[src/rtl/if_fetch_unit.sv]
// ----------------------------------------------------------------------------
// if_fetch_unit
//   Instruction-fetch stage. Owns the fetch PC, issues one word fetch at a time
//   to instruction memory over a req/ready + rvalid handshake, buffers the
//   returned words in a small prefetch FIFO and presents the head entry as
//   {instruction, PC, PC+4} to the IF/ID register. A redirect flushes the
//   FIFO and restarts fetching at the branch target; a response that was
//   already in flight when the redirect arrived is dropped.
//
// Ports
//   clk, rst_n                 clock, asynchronous active-low reset
//   redirect, target_addr      taken branch and its target
//   id_ld                      IF/ID consumes the head entry this cycle
//   imem_req/addr/ready        fetch request channel
//   imem_rvalid/rdata          fetch response channel
//   if_valid/instr/pc/pc4      head entry (NOP_WORD / 0 / 0 when empty)
// ----------------------------------------------------------------------------
module if_fetch_unit #(
    parameter logic [31:0] RESET_PC = 32'h0000_0000,
    parameter int          DEPTH    = 2,
    parameter logic [31:0] NOP_WORD = 32'hE1A0_0000
) (
    input  logic        clk,
    input  logic        rst_n,
    input  logic        redirect,
    input  logic [31:0] target_addr,
    input  logic        id_ld,
    output logic        imem_req,
    output logic [31:0] imem_addr,
    input  logic        imem_ready,
    input  logic        imem_rvalid,
    input  logic [31:0] imem_rdata,
    output logic        if_valid,
    output logic [31:0] if_instr,
    output logic [31:0] if_pc,
    output logic [31:0] if_pc4
);

    localparam int             PW       = (DEPTH > 2) ? 2 : 1;
    localparam logic [2:0]     DEPTH_C  = 3'(DEPTH);
    localparam logic [PW-1:0]  LAST_PTR = PW'(DEPTH - 1);

    typedef enum logic [1:0] {
        ST_REQ  = 2'd0,
        ST_WAIT = 2'd1,
        ST_DROP = 2'd2
    } state_e;

    state_e                  state_q, state_d;
    logic [31:0]             fetch_pc_q, fetch_pc_d;
    logic [31:0]             req_pc_q, req_pc_d;
    logic [DEPTH-1:0][31:0]  instr_q, instr_d;
    logic [DEPTH-1:0][31:0]  pc_q, pc_d;
    logic [PW-1:0]           rd_ptr_q, rd_ptr_d;
    logic [PW-1:0]           wr_ptr_q, wr_ptr_d;
    logic [2:0]              count_q, count_d;

    logic [2:0]              space;
    logic                    accept;
    logic                    push;
    logic                    pop;

    function automatic logic [PW-1:0] ptr_inc(input logic [PW-1:0] p);
        return (p == LAST_PTR) ? '0 : p + 1'b1;
    endfunction

    // Head entry straight from the FIFO storage flops.
    assign if_valid = (count_q != 3'd0);
    assign if_instr = if_valid ? instr_q[rd_ptr_q] : NOP_WORD;
    assign if_pc    = if_valid ? pc_q[rd_ptr_q] : 32'h0;
    assign if_pc4   = if_valid ? pc_q[rd_ptr_q] + 32'd4 : 32'h0;

    always_comb begin
        // An outstanding request reserves a slot so its push can never overflow.
        space     = DEPTH_C - count_q - {2'b00, (state_q == ST_WAIT)};
        // rst_n gate keeps the request low while reset is held.
        imem_req  = rst_n && (state_q == ST_REQ) && (space != 3'd0) && !redirect;
        imem_addr = fetch_pc_q;
        accept    = imem_req && imem_ready;
        push      = (state_q == ST_WAIT) && imem_rvalid && !redirect;
        pop       = if_valid && id_ld && !redirect;

        fetch_pc_d = fetch_pc_q;
        req_pc_d   = req_pc_q;
        if (redirect)
            fetch_pc_d = target_addr & 32'hFFFF_FFFC;
        else if (accept)
            fetch_pc_d = fetch_pc_q + 32'd4;
        if (accept)
            req_pc_d = fetch_pc_q;

        // Redirect never coincides with an accept (request is masked), so a
        // redirect in REQ simply stays in REQ. A response landing together
        // with a redirect is consumed here (push is suppressed above).
        state_d = state_q;
        case (state_q)
            ST_REQ:  if (accept) state_d = ST_WAIT;
            ST_WAIT: begin
                if (imem_rvalid)   state_d = ST_REQ;
                else if (redirect) state_d = ST_DROP;
            end
            ST_DROP: if (imem_rvalid) state_d = ST_REQ;
            default: state_d = ST_REQ;
        endcase

        instr_d  = instr_q;
        pc_d     = pc_q;
        rd_ptr_d = rd_ptr_q;
        wr_ptr_d = wr_ptr_q;
        count_d  = count_q;
        if (redirect) begin
            rd_ptr_d = '0;
            wr_ptr_d = '0;
            count_d  = 3'd0;
        end else begin
            if (push) begin
                instr_d[wr_ptr_q] = imem_rdata;
                pc_d[wr_ptr_q]    = req_pc_q;
                wr_ptr_d          = ptr_inc(wr_ptr_q);
            end
            if (pop)
                rd_ptr_d = ptr_inc(rd_ptr_q);
            case ({push, pop})
                2'b10:   count_d = count_q + 3'd1;
                2'b01:   count_d = count_q - 3'd1;
                default: count_d = count_q;
            endcase
        end
    end

    always_ff @(posedge clk or negedge rst_n) begin
        if (!rst_n) begin
            state_q    <= ST_REQ;
            fetch_pc_q <= RESET_PC;
            req_pc_q   <= 32'h0;
            instr_q    <= '0;
            pc_q       <= '0;
            rd_ptr_q   <= '0;
            wr_ptr_q   <= '0;
            count_q    <= 3'd0;
        end else begin
            state_q    <= state_d;
            fetch_pc_q <= fetch_pc_d;
            req_pc_q   <= req_pc_d;
            instr_q    <= instr_d;
            pc_q       <= pc_d;
            rd_ptr_q   <= rd_ptr_d;
            wr_ptr_q   <= wr_ptr_d;
            count_q    <= count_d;
        end
    end

endmodule

[config.mk]
export PLATFORM = sky130hd
export DESIGN_NAME = if_fetch_unit
export DESIGN_NICKNAME = d
export VERILOG_FILES = /design/src/rtl/if_fetch_unit.sv
export SDC_FILE = /design/constraint.sdc
export NUM_CORES = 1
export LEC_CHECK = 0
export CAP_MARGIN = 40
export CELL_PAD_IN_SITES_DETAIL_PLACEMENT = 1
export CELL_PAD_IN_SITES_GLOBAL_PLACEMENT = 1
export CORE_MARGIN = 3
export CORE_UTILIZATION = 41
export DETAILED_ROUTE_END_ITERATION = 12
export PLACE_DENSITY_LB_ADDON = 0.1
export SLEW_MARGIN = 30
export SYNTH_ARGS = -nofsm -noshare
export SYNTH_HDL_FRONTEND = slang
export SYNTH_SLANG_ARGS = --single-unit
export TNS_END_PERCENT = 1
[constraint.sdc]
create_clock -name clk -period 4 [get_ports clk]
set_input_delay 1 -clock clk [delete_from_list [all_inputs] [get_ports clk]]
set_output_delay 1 -clock clk [all_outputs]
set_load 0.1 [all_outputs]
Yosys cells after proc, flatten, opt, wreduce, memory -nomap -nowiden

Index checks and enable logic that the tools add are counted.

Output and inout bits: 130
Flip-flop bits (word level): 199
Bits of input ports: 70
Word-level logic and storage cells: 74

Mux-type cells: 26
Bitwise gates (word level): 1
Add/sub/neg operators: 8
Equality and inequality tests: 7
Reductions and logical operators: 19
Magnitude comparators: 3

Operator list:

| kind                                                                         | count |
|---|---|
| 32-bit two-way mux                                                           | 10 |
| 64-bit bitwise mux                                                           | 2 |
| 32-bit by 3-bit adder with 32-bit output, second input constant              | 2 |
| 32-bit demux with 1-bit select                                               | 1 |
| 1-bit logical AND                                                            | 9 |
| 3-bit nonzero test                                                           | 3 |
| 2-bit two-way mux                                                            | 4 |
| 1-bit two-way mux                                                            | 6 |
| 2-bit one-hot mux with 3 select lines                                        | 1 |
| 3-bit one-hot mux with 2 select lines                                        | 1 |
| 2-bit nonzero test                                                           | 3 |
| 2-bit by 1-bit equality test with 1-bit output, second input constant        | 2 |
| 2-bit equality test, second input constant                                   | 2 |
| 1-bit by 2-bit less-than comparator with 1-bit output, second input constant | 2 |
| 2-bit != test, second input constant                                         | 2 |
| 3-bit by 1-bit adder with 3-bit output, second input constant                | 1 |
| 3-bit two-way mux                                                            | 1 |
| 3-bit != test, second input constant                                         | 1 |
| 3-bit AND reduction                                                          | 1 |
| 2-bit by 3-bit subtractor with 3-bit output, first input constant            | 1 |
| 3-bit by 1-bit subtractor with 3-bit output                                  | 1 |
| 3-bit by 1-bit subtractor with 3-bit output, second input constant           | 1 |
| 1-bit adder, second input constant                                           | 2 |
| 2-bit zero test                                                              | 1 |
| 4 further kinds                                                              | 4 |

Depth between registers and ports, before layout

Gate-level depths: netlist of the first run.

Depth after elaboration: 8
Depth in mapped cells: 11
Depth with buffers taken out: 8

Worst setup path after synthesis of the first run

Ideal clock, no wire load.

Path type: reg2out
Start: reg rd_ptr_q
End: out if_pc4[14]
Arrival: 4.123 ns
Path buffers: 3
Data required time: 3.000 ns
Cell stages (with the launch flop): 10
Setup slack: -1.123 ns
Cells stage by stage: dfrtp_1 buf_6 buf_4 buf_4 mux2_2 ha_1 inv_1 a211oi_4 nand4b_1 a221oi_1

Word-level cells in the longest chain between the ends: 4

RTL lines:

| item                                                   | line | RTL |
|---|---|---|
| start, declared                                        | 54   | `logic [PW-1:0] rd_ptr_q, rd_ptr_d;` |
| start signal, assigned                                 | 147  | `rd_ptr_q <= rd_ptr_d;` |
| 32-bit two-way mux (not written as such) (2 in series) | 71   | `assign if_pc4 = if_valid ? pc_q[rd_ptr_q] + 32'd4 : 32'h0;` |
| 32-bit by 3-bit adder with 32-bit output               | 71   |  |
| 32-bit two-way mux                                     | 71   |  |
| end, declared                                          | 36   | `output logic [31:0] if_pc4` |

Every way passes these cells. The select of a mux whose other input is x is not followed.

Worst setup path after layout of the first run

Start: reg rd_ptr_q
End: out if_pc4[30]

The elaborated chain is that of the path after synthesis.

==> reports/results.ini, run 1 <==
[run_status]
status=completed

[critical_path]
rr_worst_depth=8
crit_cells=8
endpoint_kind=output port
cp_slowest_stage_delay_ns=0.56
critPathBufInv=2
crit_required_ns=3.00
crit_type=reg2out
startpoint_type=register
r2r-end=imem_addr[7]$_DFFE_PN0P_
path_max_fanout=11
crit_chain=mux2_2 > ha_1 > inv_1 > a211oi_4 > nand2_4 > nor4_2 > mux2_1 > buf_12
reg2reg_slack_ns=1.23
r2r-start=state_q[1]$_DFFE_PN0P_
worst_path_max_delay_cell=dfrtp_4
cp.arrival_ns=2.86
crit_family=multiplexers

[layout]
area_growth_pct=37.0
fillers=2509
final_common_cell=dfrtp_1
num-nets-final=1216
layout-drive-gt1-share_pct=30.6
multi_input_area_mm2=0.00493
mostFrequentLayoutCells=dfrtp_1, nand2_1, mux2_2, clkdlybuf4s50_1, buf_4
diodes=0
stdcell_area_mm2=0.0136
regArea_mm2=0.00478
post-route-util_pct=57.6

[floorplan]
die_w_um=162
rows=56
pin_count=200
die_h_um=162
initial_core_util_pct=42.0
core_area_mm2=0.0237
die_area_mm2=0.0262

[timing]
final.setup_skew_ns=0.0121
finalSetupViolations=0
layout_min_cycle_time_ns=3.86
fin_ws_ns=0.138
hold-worst-slack_ns=0.474
post-route-period-util_pct=96.6
max_freq_mhz=259
rsz0062_at_grt=yes
worst_pin_slew_ns=0.815
slew_viol_final=0
hold_viol_final=0
slew-limit-headroom_pct=45.5

[power]
vdd_ir_drop_max_mv=0.545
pwr-share-clk_pct=16.9
p_comb_share_pct=56.8
seq_power_share_pct=26.3
power_mw=11.6
p_leak_nw=6.06
p_sw_share_pct=51.8
p_sw_mw=5.99
p_int_mw=5.57
p_per_area_mw_per_mm2=848

[drt]
vias=7867
viasPerCell=5.34
drc=0
drt-total-wl_mm=29.1
drt_iter0_drc=386
firstDrtPassIters=4
antenna_left=0
wl_per_cell_um=19.8

[synthesis]
async_flop_share_pct=100
synth_top_area_cell=dfrtp_1
ys_types=70
syn_avg_cell_area_um2=10.7
synth_edf_count=0
ys.flop_type=dfrtp_1
synthTopCellsByArea=dfrtp_1, mux2_2, mux2i_1, nand2_1, nor2_1
ys_seq_elements=191
syn_inst=926
seq_area_frac_synth_pct=48.0
synth_area_mm2=0.00995
yosysTopAreaCellShare_pct=48.0
yosysWarnings=0

[placed_design]
gp_congestion=0.770
numPortBuffers=191
dpl-instance-area_mm2=0.0129
dp_hpwl_mm=20.3
pre_cts_slack_ns=0.362

[clocking]
cts_sinks=191
cts_max_path_buffers=2
root_buffer=clkbuf_16
cts_tree=yes
clock_latency_ns=0.43
clk_pin_slew_ns=0.08
cts_buffers=17
cts_hold_buf=0
htree_num_levels=4

[global_route]
grt_overflow=0
track_usage_pct=22.1
grt_max_degree=56
grt_pass1_vias=8220
grt_first_pass_wirelength_mm=46.1
antenna_found_initial=0

[job]
cap_violations=0

[worst_hold_path]
hold_path_class=in2async

## cell families (layout without fill, tap and decap cells)
family                   after synthesis  after routing  share of synthesized area, %
buffers and inverters                 65            286                          3.40
AND/OR/NAND/NOR                      352            353                          17.4
AO/OA/AOI/OAI                         91             91                          6.63
flip-flops                           191            191                          48.0
adder cells (fa/ha/maj)                5              5                         0.704
multiplexers                         195            195                          21.3
other                                  1              6                        0.0377
XOR/XNOR                              26             26                          2.44
## layer usage
metal / vias to the layer above / track usage (%) / wire length [um]
met5: - / 0 / 0
met4: 0 / 5.85 / 444
met3: 30 / 4.06 / 1120
met1: 3989 / 31.1 / 13700
met2: 163 / 35.2 / 13900
li1: 3685 / - / -
## synth_stat cells (all sizes together) (4+ instances only)
cell      n
ha        4
and4      5
nand4    18
xnor2    15
a21oi    10
nor3     16
nand4b    5
a22oi     6
buf      42
o211ai    8
and2     14
o31ai     7
o21ai    35
nand2   155
o311ai    5
and3      7
clkbuf   14
xor2     10
mux2i    61
mux2    134
nand3b    4
inv       8
nand3    34
nor2     76
dfrtp   191
nor4      8
## power by group through the flow
stage | sequential (mW) | combinational [mW] | clock, mW
after floorplan | 3.09 | 4.63 | 0
after global placement | 3.04 | 6.29 | 0
after detailed placement | 3.08 | 6.49 | 0
after CTS | 3.06 | 6.53 | 1.99
after global routing | 3.12 | 6.91 | 2.07
final | 3.04 | 6.56 | 1.96
## worst register-to-register path, stage by stage, from the launching register on
cell and delay (ns):
dfrtp_1 0.42, nand2b_1 0.23, ha_1 0.21, ha_1 0.18, xor3_1 0.26, o311ai_4 0.71
buf_12 0.29, nor3_1 0.10, a221o_1 0.27
## worst max path at each step
stage / start / to
global route: rd_ptr_q$_DFFE_PN0P_ / if_pc4[30]
finish: rd_ptr_q$_DFFE_PN0P_ / if_pc4[30]
CTS: rd_ptr_q$_DFFE_PN0P_ / if_pc4[31]
global placement: rd_ptr_q$_DFFE_PN0P_ / if_pc4[28]
detailed placement: rd_ptr_q$_DFFE_PN0P_ / if_pc4[28]
floorplan: rd_ptr_q$_DFFE_PN0P_ / if_pc4[21]
## registers in the layout, summed over array words and instances, names as in the netlist
name and flops:
count_q 3, imem_addr 30, instr_q 64, pc_q 60
rd_ptr_q 1, req_pc_q 30, state_q 2, wr_ptr_q 1
## what timing repair did
action | 4_1_cts | 5_1_grt
setup buffers | 0 | 4
setup endpoints to repair | 7 | 11
gates cloned | 0 | 2
pin swaps | 0 | 1
endpoints found under the hold margin | 0 | 0
resized for setup | 4 | 3
## through the flow
| stage | cells | TNS, ns |
|---|---|---|
| final | 1472 | 0 |
| after global routing | 1472 | -0.0184 |
| after CTS | 1466 | -0.152 |
| after detailed placement | 1435 | 0 |
| after global placement | 1402 | 0 |
| after floorplan | 931 | -6.37 |
## layout make-up
type                       instances  share of cell area, %
multi-input combinational        676                   36.2
sequential                       191                   35.1
timing repair buffer             246                   20.7
clock buffer                      17                   3.12
tap                              319                   2.93
clock inverter                    14                   1.75
inverter                           9                  0.248
(Power assumes the default switching activity.)
==> inputs of run 2 (changes only) <==
--- a/config.mk
+++ b/config.mk
@@ -12,7 +12,7 @@
 export CORE_UTILIZATION = 41
 export DETAILED_ROUTE_END_ITERATION = 12
 export PLACE_DENSITY_LB_ADDON = 0.1
-export SLEW_MARGIN = 30
+export SLEW_MARGIN = 20
 export SYNTH_ARGS = -nofsm -noshare
 export SYNTH_HDL_FRONTEND = slang
 export SYNTH_SLANG_ARGS = --single-unit
==> run 2 against run 1 <==
- critical path type unchanged
- first-iteration DRC count down 9.6%
- hold slack gained 0.0011 ns
- combinational power is essentially flat
- clock power decreased by 16%
==> reports/results.ini, run 2 (synthesis results as in run 1) <==
[run_status]
status=completed  ; unchanged

[clocking]
cts_sinks=191  ; unchanged
clock_latency_ns=0.43  ; about the same
cts_buffers=17  ; unchanged
htree_num_levels=4  ; unchanged
root_buffer=clkbuf_16  ; unchanged
cts_tree=yes  ; unchanged
cts_max_path_buffers=2  ; unchanged
clk_pin_slew_ns=0.07  ; was 0.08 ns

[timing]
finalSetupTns_ns=0  ; unchanged
hold_viol_final=0  ; unchanged
hold-worst-slack_ns=0.475  ; was 0.474 ns
worst_pin_slew_ns=0.840  ; was 0.815 ns
finalSetupViolations=0  ; unchanged
max_freq_mhz=257  ; was 259 MHz
slew_viol_final=0  ; unchanged
slew-limit-headroom_pct=43.8  ; was 45.5%
fin_ws_ns=0.103  ; was 0.138 ns
final.setup_skew_ns=0.0102  ; was 0.0121 ns
post-route-period-util_pct=97.4  ; was 96.6%
layout_min_cycle_time_ns=3.90  ; was 3.86 ns

[layout]
top_regs=instr_q: 64 flops, pc_q: 60 flops  ; unchanged
final_common_cell=dfrtp_1  ; unchanged
top_register=instr_q  ; unchanged
fillers=2536  ; was 2509
mostFrequentLayoutCells=dfrtp_1, nand2_1, mux2_2, clkdlybuf4s50_1, buf_4  ; unchanged
post-route-util_pct=57.5  ; was 57.6%
final_cells=1482  ; was 1472
diodes=0  ; unchanged
largest_reg_flops=64  ; unchanged
layout-drive-gt1-share_pct=31.3  ; was 30.6%
area_growth_pct=36.9  ; was 37.0%
num-nets-final=1225  ; was 1216

[floorplan]
core_area_mm2=0.0237  ; unchanged
die_h_um=162  ; unchanged
die_area_mm2=0.0262  ; unchanged
rows=56  ; unchanged
die_w_um=162  ; unchanged
pin_count=200  ; unchanged
initial_core_util_pct=42.0  ; unchanged

[global_route]
antenna_found_initial=0  ; unchanged
track_usage_pct=21.9  ; was 22.1%
grt_overflow=0  ; unchanged
grt_pass1_vias=8329  ; was 8220
grt_first_pass_wirelength_mm=46.0  ; was 46.1 mm
grt_max_degree=56  ; unchanged

[placed_design]
dpl.cell_count=1435  ; unchanged
numPortBuffers=191  ; unchanged
pre_cts_slack_ns=0.366  ; was 0.362 ns
gp_congestion=0.770  ; unchanged
dp_hpwl_mm=20.1  ; was 20.3 mm

[critical_path]
crit_required_ns=3.00  ; about the same
cp.arrival_ns=2.90  ; was 2.86 ns
startpoint_type=register  ; unchanged
endpoint_kind=output port  ; unchanged
crit_type=reg2out  ; unchanged
path_max_fanout=11  ; unchanged

[drt]
wl_per_cell_um=19.4  ; was 19.8 um
drt-total-wl_mm=28.8  ; was 29.1 mm
viasPerCell=5.33  ; was 5.34
vias=7902  ; was 7867
antenna_left=0  ; unchanged
firstDrtPassIters=4  ; unchanged
drc=0  ; unchanged
drt_iter0_drc=349  ; was 386

[job]
cap_violations=0  ; unchanged

[power]
p_per_area_mw_per_mm2=825  ; was 848 mW/mm^2
p_leak_nw=6.09  ; was 6.06 nW
vdd_ir_drop_max_mv=0.549  ; was 0.545 mV

[worst_hold_path]
hold_path_class=in2async  ; unchanged

run 2: worst max-delay path: stages, from the launching register on:
cell     delay, ns
dfrtp_4       0.50
buf_2         0.23
buf_6         0.19
nand4_1       0.14
a22oi_2       0.21
buf_4         0.18
nand2_4       0.11
nor4_2        0.31
mux2_1        0.39
buf_12        0.18
run 2: power by group:
| part | internal [mW] | switching (mW) | leakage (nW) |
|---|---|---|---|
| registers | 2.50 | 0.526 | 2.48 |
| logic | 1.91 | 4.66 | 3.34 |
| clock network | 0.845 | 0.794 | 0.270 |
| total | 5.26 | 5.98 | 6.09 |
run 2: path summary, 6_finish.rpt:
kind                                                  to  slack [ns]                startpoint  cells after the start
worst max-delay path                          if_pc4[26]        0.10      rd_ptr_q$_DFFE_PN0P_                      9
worst min-delay path            req_pc_q[12]$_DFFE_PN0P_        0.47                     rst_n                      1
worst max register to register  imem_addr[7]$_DFFE_PN0P_        1.22    state_q[1]$_DFFE_PN0P_                      8
worst min register to register  req_pc_q[23]$_DFFE_PN0P_        0.50  req_pc_q[23]$_DFFE_PN0P_                      2
max in group asynchronous        req_pc_q[2]$_DFFE_PN0P_        2.10                     rst_n                      3
min in group clk                req_pc_q[23]$_DFFE_PN0P_        0.50  req_pc_q[23]$_DFFE_PN0P_                      2
run 2: stage by stage:
step / instance area (um^2) / power (mW)
floorplan: 9990 / 7.72
global placement: 12400 / 9.34
detailed placement: 12900 / 9.58
CTS: 13500 / 11.3
global route: 13600 / 11.8
finish: 13600 / 11.2
run 2: repair_timing:
item                       in CTS  in global routing
setup endpoints to repair       7                  7
hold endpoints to repair        0                  0
pin swaps                       0                  7
hold buffers                    0                  0
buffers inserted                1                 12
gates cloned                    0                  2
gates resized for setup         5                  6
run 2: area by class of cell:
class	count	area, um^2	area share, %
tap	319	399	2.93
sequential	191	4780	35.1
inverter	9	33.8	0.248
clock inverter	12	101	0.744
timing repair buffer	255	2890	21.2
multi-input combinational	676	4950	36.4
clock buffer	20	457	3.35
run 2: routing by layer:
metal  track usage [%]  vias up  wire length [um]
met2              35.1      164             13800
met1              31.0     3992             13500
met5                 0        -                 0
li1                  -     3716                 -
met3              3.52       30              1050
met4              5.78        0               405
==> inputs of run 3 (changes only) <==
--- a/config.mk
+++ b/config.mk
@@ -9,7 +9,7 @@
 export CELL_PAD_IN_SITES_DETAIL_PLACEMENT = 1
 export CELL_PAD_IN_SITES_GLOBAL_PLACEMENT = 1
 export CORE_MARGIN = 3
-export CORE_UTILIZATION = 41
+export CORE_UTILIZATION = 37
 export DETAILED_ROUTE_END_ITERATION = 12
 export PLACE_DENSITY_LB_ADDON = 0.1
 export SLEW_MARGIN = 20
==> constraint.sdc (replaced) <==
create_clock -name clk -period 3.5 [get_ports clk]
set_input_delay 0.875 -clock clk [delete_from_list [all_inputs] [get_ports clk]]
set_output_delay 0.875 -clock clk [all_outputs]
set_load 0.1 [all_outputs]
==> run 3 against run 2 <==
- the flow now finishes with violations (setup timing)
- clock skew rose by 0.0027 ns
- cell count rose by 0.88%
- setup slack got worse by 0.26 ns
- sequential cell count did not move
- highest routed layer unchanged
==> reports/results.ini, run 3 (synthesis results as in run 1) <==
[timing]
slew_viol_final=0  ; unchanged
final.setup_skew_ns=0.0129  ; was 0.0102 ns
finalSetupViolations=15  ; was 0
worst_pin_slew_ns=0.811  ; was 0.840 ns
layout_min_cycle_time_ns=3.66
slew-limit-headroom_pct=46.0  ; was 43.8%
rsz0062_at_grt=yes
post-route-period-util_pct=104
hold-worst-slack_ns=0.506  ; was 0.475 ns
finalSetupTns_ns=-1.32  ; was 0 ns
hold_viol_final=0  ; unchanged
max_freq_mhz=273
fin_ws_ns=-0.157  ; was 0.103 ns

[global_route]
grt_first_pass_wirelength_mm=45.4  ; was 46.0 mm
antenna_found_initial=0  ; unchanged
grt_max_degree=150  ; was 56
grt_overflow=0  ; unchanged
grt_pass1_vias=8080  ; was 8329
track_usage_pct=19.8  ; was 21.9%

[layout]
area_growth_pct=41.5  ; was 36.9%
top_register=instr_q  ; unchanged
top_regs=instr_q: 64 flops, pc_q: 60 flops  ; unchanged
layout-drive-gt1-share_pct=36.6  ; was 31.3%
final_common_cell=dfrtp_1  ; unchanged
fillers=2738  ; was 2536
diodes=0  ; unchanged
num-nets-final=1222  ; was 1225
mostFrequentLayoutCells=dfrtp_1, nand2_1, mux2_2, buf_4, buf_12  ; was dfrtp_1, nand2_1, mux2_2, clkdlybuf4s50_1, buf_4
final_cells=1495  ; was 1482
largest_reg_flops=64  ; unchanged

[floorplan]
rows=59  ; was 56
die_h_um=170  ; was 162 um
pin_count=200  ; unchanged
core_area_mm2=0.0262  ; was 0.0237 mm^2
die_area_mm2=0.0289  ; was 0.0262 mm^2
die_w_um=170  ; was 162 um
initial_core_util_pct=38.0  ; was 42.0%

[critical_path]
cp_slowest_stage_delay_ns=0.54  ; was 0.50 ns
worst_path_max_delay_cell=dfrtp_4  ; unchanged
startpoint_type=register  ; unchanged
endpoint_kind=output port  ; unchanged
r2r-start=state_q[1]$_DFFE_PN0P_  ; unchanged
cp_common_cell=buf_12
crit_type=reg2out  ; unchanged
path_max_fanout=12  ; was 11
crit_required_ns=2.62  ; was 3.00 ns
crit_chain=buf_12 > mux2i_2 > a211oi_2 > nand3_2 > buf_4 > nor4_4 > mux2_4 > buf_12  ; was buf_2 > buf_6 > nand4_1 > a22oi_2 > buf_4 > nand2_4 > nor4_2 > mux2_1 > buf_12
cp.arrival_ns=2.78  ; was 2.90 ns
startpoint=rd_ptr_q$_DFFE_PN0P_  ; unchanged

[drt]
drc=0  ; unchanged
drt_iter0_drc=381  ; was 349
wl_per_cell_um=19.4  ; about the same
vias=7856  ; was 7902
viasPerCell=5.25  ; was 5.33
firstDrtPassIters=4  ; unchanged
antenna_left=0  ; unchanged
drt-total-wl_mm=29.0  ; was 28.8 mm

[worst_hold_path]
hold_path_class=reg2reg  ; was in2async
worstHoldStart=instr_q[38]$_DFFE_PN0P_

[clocking]
root_buffer=clkbuf_16  ; unchanged
cts_hold_buf=0  ; unchanged
cts_sinks=191  ; unchanged
clk_pin_slew_ns=0.07  ; about the same
cts_buffers=17  ; unchanged
clock_latency_ns=0.43  ; about the same
htree_num_levels=4  ; unchanged
cts_max_path_buffers=2  ; unchanged
cts_tree=yes  ; unchanged

[placed_design]
dpl.cell_count=1428  ; was 1435
gp_congestion=0.777  ; was 0.770
dp_hpwl_mm=19.7  ; was 20.1 mm
numPortBuffers=191  ; unchanged

[run_status]
status=finished with violations  ; was completed
violations=setup timing

[power]
p_leak_nw=6.23  ; was 6.09 nW
p_per_area_mw_per_mm2=969  ; was 825 mW/mm^2
vdd_ir_drop_max_mv=0.513  ; was 0.549 mV

[job]
cap_violations=0  ; unchanged

==> run 3: per-layer routing <==
layer  GRT usage (%)  part of all wire, %  up-vias
li1                -                    -     3709
met1            29.2                   48     3937
met2            30.7                   47      184
met3            3.04                  3.7       26
met4            4.69                  1.3        0
met5               0                    0        -
==> run 3: worst paths after layout <==
path                       cells after the start  slack (ns)                       end
max                                            8       -0.16                if_pc4[30]
min                                            1        0.51   instr_q[38]$_DFFE_PN0P_
max reg2reg                                    9        0.64  imem_addr[6]$_DFFE_PN0P_
min reg2reg                                    1        0.51   instr_q[38]$_DFFE_PN0P_
max in group asynchronous                      3        1.62      rd_ptr_q$_DFFE_PN0P_
min in group asynchronous                      2        0.62  req_pc_q[29]$_DFFE_PN0P_
==> run 3: layout make-up <==
cell class                      count  area [um^2]  share of cell area, %
Timing Repair Buffer              251         3070                   21.8
Clock inverter                     13          135                  0.960
Inverter                            9         33.8                  0.240
Multi-Input combinational cell    677         5200                   37.0
Clock buffer                       19          433                   3.08
Tap cell                          335          419                   2.98
Sequential cell                   191         4780                   34.0
==> run 3: power by group <==
group	internal (mW)	switching, mW
clock	1.00	0.912
sequential	2.85	0.608
combinational	2.73	5.54
==> run 3: what timing repair did <==
action                     4_1_cts  5_1_grt
gates resized for setup         35       38
setup endpoints to repair       14       24
setup buffers                   15       17
pin swaps                       12       17
gates cloned                     2        1
==> run 3: worst max-delay path: cells and delay by family (launching register included) <==
kind | cells | cell delay (ns)
buf+inv | 3 | 0.52
compound gates | 1 | 0.35
simple gates | 2 | 0.43
flops | 1 | 0.54
mux | 2 | 0.52
==> run 3: through the flow <==
step | setup WS (ns) | cell area, um^2 | utilization, % | power, mW
finish | -0.157 | 14100 | 53.7 | 13.6
global route | -0.301 | 14100 | 53.7 | 14.3
CTS | -0.113 | 13800 | 52.5 | 13.6
detailed placement | 0.133 | 12900 | 49.2 | 11.5
global placement | 0.152 | 12900 | 49.1 | 11.3
floorplan | -0.597 | 10000 | - | 8.87
